==> config.mk <==
export PLATFORM = sky130hd
export DESIGN_NAME = uart_tx_ctrl
export DESIGN_NICKNAME = d
export VERILOG_FILES = /design/src/rtl/uart_tx_ctrl.sv
export SDC_FILE = /design/constraint.sdc
export NUM_CORES = 1
export LEC_CHECK = 0
export CORE_UTILIZATION = 39
export DETAILED_ROUTE_END_ITERATION = 6
export PLACE_DENSITY = 0.72
export SLEW_MARGIN = 20
export SYNTH_ARGS = -nofsm -noshare
export SYNTH_HDL_FRONTEND = slang
export SYNTH_SLANG_ARGS = --single-unit
==> constraint.sdc <==
create_clock -name CLK -period 1.35 [get_ports CLK]
set_input_delay 0.3375 -clock CLK [delete_from_list [all_inputs] [get_ports CLK]]
set_output_delay 0.3375 -clock CLK [all_outputs]
set_load 0.01 [all_outputs]
==> src/rtl/uart_tx_ctrl.sv <==
// UART transmit frame sequencer: start bit, data LSB first from an external
// serializer, optional parity, stop bit.
// Optional build macro UART_TX_B2B_EN: drops busy during STOP so a waiting
// word can be accepted there and its START follows STOP with no idle cycle.
module uart_tx_ctrl #(
    parameter int DATA_WIDTH = 8,
    parameter int WDOG_W     = 4
) (
    input  logic                  CLK,
    input  logic                  RST,
    input  logic [DATA_WIDTH-1:0] P_DATA,
    input  logic                  Data_Valid,
    input  logic                  PAR_EN,
    input  logic                  PAR_TYP,
    input  logic                  ser_data,
    input  logic                  ser_done,
    output logic                  ser_en,
    output logic                  busy,
    output logic                  TX_OUT,
    output logic                  frame_err
);

    localparam logic [2:0] StIdle   = 3'd0;
    localparam logic [2:0] StStart  = 3'd1;
    localparam logic [2:0] StData   = 3'd2;
    localparam logic [2:0] StParity = 3'd3;
    localparam logic [2:0] StStop   = 3'd4;

    logic [2:0]        state_q, state_d;
    logic              par_bit_q, par_en_q;
    logic [WDOG_W-1:0] wdog_q, wdog_d;
    logic              frame_err_q, frame_err_d;
    logic              accept;
    logic              wdog_exp;

    // The external serializer loads on the same edge, keyed off the same busy.
    assign accept   = Data_Valid && !busy;
    // Counter holds cycles already spent in DATA; this is the last allowed one.
    assign wdog_exp = (wdog_q == WDOG_W'(DATA_WIDTH - 1));

    // Line, handshake and shift-enable outputs decoded from the state register.
    always_comb begin
        TX_OUT = 1'b1;
        busy   = 1'b0;
        ser_en = 1'b0;
        case (state_q)
            StStart: begin
                TX_OUT = 1'b0;
                busy   = 1'b1;
            end
            StData: begin
                TX_OUT = ser_data;
                busy   = 1'b1;
                ser_en = 1'b1;
            end
            StParity: begin
                TX_OUT = par_bit_q;
                busy   = 1'b1;
            end
            StStop: begin
                TX_OUT = 1'b1;
`ifdef UART_TX_B2B_EN
                busy   = 1'b0;
`else
                busy   = 1'b1;
`endif
            end
            default: begin
                TX_OUT = 1'b1;
                busy   = 1'b0;
            end
        endcase
    end

    // Next-state, watchdog and error-pulse logic.
    always_comb begin
        state_d     = state_q;
        wdog_d      = wdog_q;
        frame_err_d = 1'b0;
        case (state_q)
            StIdle: begin
                if (accept) state_d = StStart;
            end
            StStart: begin
                wdog_d  = '0;
                state_d = StData;
            end
            StData: begin
                wdog_d = wdog_q + 1'b1;
                // A late-but-valid ser_done beats the watchdog in the same cycle.
                if (ser_done) begin
                    state_d = par_en_q ? StParity : StStop;
                end else if (wdog_exp) begin
                    state_d     = StStop;
                    frame_err_d = 1'b1;
                end
            end
            StParity: begin
                state_d = StStop;
            end
            StStop: begin
                state_d = accept ? StStart : StIdle;
            end
            default: begin
                state_d = StIdle;
            end
        endcase
    end

    // State, latched frame settings and error pulse; async active-low reset.
    always_ff @(posedge CLK or negedge RST) begin
        if (!RST) begin
            state_q     <= StIdle;
            par_bit_q   <= 1'b0;
            par_en_q    <= 1'b0;
            wdog_q      <= '0;
            frame_err_q <= 1'b0;
        end else begin
            state_q     <= state_d;
            wdog_q      <= wdog_d;
            frame_err_q <= frame_err_d;
            if (accept) begin
                par_bit_q <= (^P_DATA) ^ PAR_TYP;
                par_en_q  <= PAR_EN;
            end
        end
    end

    assign frame_err = frame_err_q;

endmodule

# --- Word-level counts from Yosys, hierarchy flattened ---
# Index checks and enable logic that the tools add are counted.
totals:
  wordCells: 34
  input_bits: 15
  register_bits: 10
classes:
  bitwise: 1
  add_sub_neg: 1
  mux: 13
  eq_ne: 7
  n_reduce_logical: 7
op_table:
  columns: ["cell", "count"]
  rows:
  - ["case mux 3 bit (5 select lines)", 1]
  - ["2-to-1 mux 3 bit", 4]
  - ["case mux 4 bit (2 select lines)", 1]
  - ["XOR reduction 8 bit", 1]
  - ["equality test 3 x 2 -> 1 bit (second input constant)", 2]
  - ["2-to-1 mux 1 bit", 6]
  - ["adder 4 x 1 -> 4 bit (second input constant)", 1]
  - ["equality test 4 x 3 -> 1 bit (second input constant)", 1]
  - ["OR reduction 4 bit", 1]
  - ["equality test 3 x 1 -> 1 bit (second input constant)", 1]
  - ["equality test 3 bit (second input constant)", 1]
  - ["logical NOT 3 bit", 1]
  - ["inequality test 3 bit (second input constant)", 1]
  - ["case mux 1 bit (3 select lines)", 1]
  - ["inequality test 2 bit (second input constant)", 1]
  - ["AND reduction 2 bit", 1]
  - ["nonzero test 2 bit", 1]
  - ["logical AND 1 bit", 1]
  - ["logical NOT 1 bit", 1]
  - ["bitwise XOR 1 bit", 1]

# --- Depth between registers and ports, before layout ---
logic_depth:
  word_depth: 7
  depth_mapped: 4
  mapped_depth_nobuf: 4

# --- Least setup slack after synthesis ---
# Ideal clock, no wire load.
synth_timing:
  kind: "flip-flop to output port"
  startpoint: "register state_q[1]"
  endpoint: "output port TX_OUT"
  n_path_buf: 0
  path_stages_with_launch: 5
  t_arrival_ps: 1106
  slack_ps: -93
  required_time_ps: 1013
  cell_sequence: "dfrtp_1 inv_1 nor3_1 a21oi_1 or2_2"
synth_between:
  elab_chain_len: 2
  word_cells_on_any_way: 4
  cone_classes: "eq/ne (3); mux (1)"
synth_rtl:
  columns: ["element", "line", "rtl"]
  rows:
  - ["start: declaration", "29", "logic [2:0] state_q, state_d;"]
  - ["start signal: assignment", "113", "state_q <= StIdle;"]
  - ["start signal: assignment", "119", "state_q <= state_d;"]
  - ["equality test 3 x 2 -> 1 bit / equality test 3 x 1 -> 1 bit (equally long branches)", "46", "case (state_q)"]
  - ["case mux 1 bit (3 select lines) (*)", "46", null]
  - ["end: declaration", "19", "output logic TX_OUT,"]
# Every way passes the cells marked *; elsewhere a longest branch is shown, timed or not.

# --- Final worst setup path ---
layout_timing:
  startpoint: "register state_q[0]"
  endpoint: "output port busy"
layout_between:
  elab_chain_len: 3
  word_cells_on_any_way: 6
  cone_classes: "eq/ne (4); mux (1); reduce/logical (1)"
layout_rtl:
  columns: ["element", "line", "rtl"]
  rows:
  - ["equality test 3 x 2 -> 1 bit (tied with other cells)", "46", null]
  - ["OR reduction 4 bit (no line) (*)", null, null]
  - ["2-to-1 mux 1 bit (*)", "46", null]
  - ["end: declaration", "18", "output logic busy,"]
# Marked as above.

==> results.txt <==
Critical Path End = busy
Synth Area per Inst = 9.69 µm²
Startpoint of the most critical register-to-register path = state_q[0]
Number of antenna violations at the first check in global routing = 0
Post-route core utilization = 76.6%
Arrival time at the worst endpoint = 1320 ps
Max-capacitance violation count = 0
Slew at the pin closest to its max-slew limit = 191 ps
Total placed instance area = 886 µm²
Category of the worst setup path capture point = output pin
Remaining antenna violation count after routing = 0
Mapped Cells = 62
Largest area contributor in the synthesized netlist = dfrtp_1
Net count after synthesis = 78
Total routing resource utilization after global routing = 23.3%
Fin Clk Skew = 9.32 ps
Remaining max-slew budget at the tightest pin = 87.2%
Starting DRT DRC Count = 38
Share of the synthesized area in the top cell type = 41.7%
Maximum fanout along the worst path = 4
Final worst setup slack = -303 ps
Root cell of the clock tree = clkbuf_4
Most used cells in the layout excluding fill and tap cells = clkdlybuf4s50_1, dfrtp_1, buf_6
CTS tree = done
Maximum count of clock buffers along a single path = 2
Violated checks = setup timing
Initial core utilization = 44.0%
Synthesis-to-finish area growth = 74.4%
Clk_lat worst skew = 270 ps
Warnings from Yosys = 0
Setup repair after global routing missed its margin = true
Clk sinks = 10
Num ports = 19
Setup CP Type = reg -> out
Clock transition at path regs = 80 ps
# nets final = 115
Total congestion overflow after global routing = 0
Type of origin of the critical path = flop
Peak supply drop = 1.46 mV
Weighted congestion reported at the end of routability-driven placement = 0.784
Outcome = finished with violations
Final hold violations = 0
Final setup vio count = 10
Post-route standard cell area excluding fillers = 1050 µm²
Maximum clock rate = 0.605 GHz
Row count = 13
Inserted Diodes = 0
Fill cells = 112
#FFs+latches synth = 10
Required @ worst endpoint = 1010 ps
Vias post-DR = 642
HPWL Detailed = 1.13 mm
First-pass GRT wire length = 2.49 mm
Area of the mapped netlist = 601 µm²
Count of unresolved DRC violations after routing = 0
Max Slew Vio Count = 0
Sequential cell area fraction in the yosys report = 41.7%
Reg-to-reg setup timing slack = -210 ps
Ratio of total power to cell area = 2170 nW/µm²
H-tree lvl count = 1
Worst hold slack = 361 ps
Horiz. Die Dim = 41.2 µm
Depth of the worst register-to-register path = 6
Class of the tightest hold or removal check = in -> async
Share of layout cells above drive strength 1 = 42.9%
Sum of routed wire length over all layers = 1.85 mm
Crit path from = state_q[0]
Pre-antenna DRT Iters = 4
Tcrit/Tclk final = 122%
Clock period minus worst slack = 1650 ps
Count of distinct cell types in the synthesized netlist = 26
Via count of the first global-routing pass = 578
Vertical extent of the die = 41.2 µm
Number of vias per cell after detailed routing = 5.68
Worst r2r dst = par_bit_q
Top cells by area in the synthesized netlist = dfrtp_1, xnor2_1, o21ai_0
Total CTS buffers = 3
Die area = 1700 µm²
Placeable Area = 1370 µm²
Per-cell routed wire length = 16.4 µm
LEAKAGE = 0.000485 µW
Most common cell after layout, fill and taps aside = clkdlybuf4s50_1
Largest net degree at the start of global routing = 11
Number of buffer cells added on primary ports = 18
DP Worst Slack = -662 ps
[metrics by stage]
stage,setup TNS [ps],total power (µW),cells
final,-1750,2270,113
after detailed placement,-2090,1560,102
after global placement,-1980,1520,102
after floorplan,-2.95,1080,62
after CTS,-1170,2020,109
after global routing,-2250,2410,113
[repair_timing]
item,4_1_cts,5_1_grt
endpoints found under the hold margin,0,0
setup buffers,3,4
hold buffers,0,0
pin swaps,5,4
setup endpoints to repair,7,9
gates resized for setup,30,14
[cells by family (layout without fill, tap and decap cells)]
group	count (synthesis)	count (layout)	share of synthesized area [%]
fa+ha+maj	1	1	2.08
mux	2	2	3.75
compound gates	16	16	14.4
flops	10	10	41.7
simple gates	21	21	21.3
buf+inv	4	40	2.92
xor+xnor	8	8	14.0
[registers in the layout, summed over array words and instances (netlist names)]
register	count
par_bit_q	1
frame_err	1
wdog_q	4
state_q	3
par_en_q	1
[power by group]
part / internal, µW / switching (µW) / total [µW]
clock: 164 / 111 / 275
combinational: 852 / 602 / 1450
sequential: 412 / 128 / 541
total: 1430 / 841 / 2270
[worst min-delay path by stage]
stage | startpoint | end | cells past startpoint
after detailed placement | par_bit_q | par_bit_q | 1
after global routing | RST | wdog_q[3] | 2
after floorplan | RST | frame_err | 0
after CTS | RST | wdog_q[3] | 2
after global placement | par_bit_q | par_bit_q | 1
final | RST | wdog_q[3] | 2
[worst max-delay path: stages, from the launching register on]
cell and delay (ps):
dfrtp_1 430, buf_6 140, nor2_4 170, xnor2_2 140
buf_2 150
[per-layer routing]
metal  vias up  GRT usage, %  part of all wire, %
met2        24          37.1                   55
met5         -             0                    0
li1        292             -                    -
met4         0          9.68                  3.9
met1       318          29.1                   38
met3         8          7.07                  3.3
[Yosys cell counts]
| master | instances |
|---|---|
| a22oi_1 | 1 |
| nor2_1 | 3 |
| nand2b_2 | 1 |
| buf_2 | 2 |
| or2_2 | 1 |
| nor3b_1 | 1 |
| xnor3_1 | 1 |
| nand4_1 | 1 |
| inv_1 | 2 |
| nor2_4 | 1 |
| nand2b_4 | 1 |
| a21oi_1 | 6 |
| nand2b_1 | 1 |
| or4_1 | 1 |
| nand2_1 | 2 |
| dfrtp_1 | 10 |
| o21ai_0 | 7 |
| a31oi_1 | 1 |
| nand3_1 | 3 |
| mux2_2 | 2 |
| xor2_1 | 1 |
| xnor2_1 | 6 |
| ha_1 | 1 |
| nor3_1 | 4 |
| and3_1 | 1 |
| o211ai_1 | 1 |
[final cells by class]
type	count	area, µm²	area share [%]
Multi-Input combinational cell	48	405	38.7
Timing Repair Buffer	34	328	31.3
Clock buffer	4	36.3	3.46
Inverter	2	7.51	0.717
Sequential cell	10	251	24.0
Tap cell	15	18.8	1.79
No activity file was read; power rests on OpenSTA's default activity.
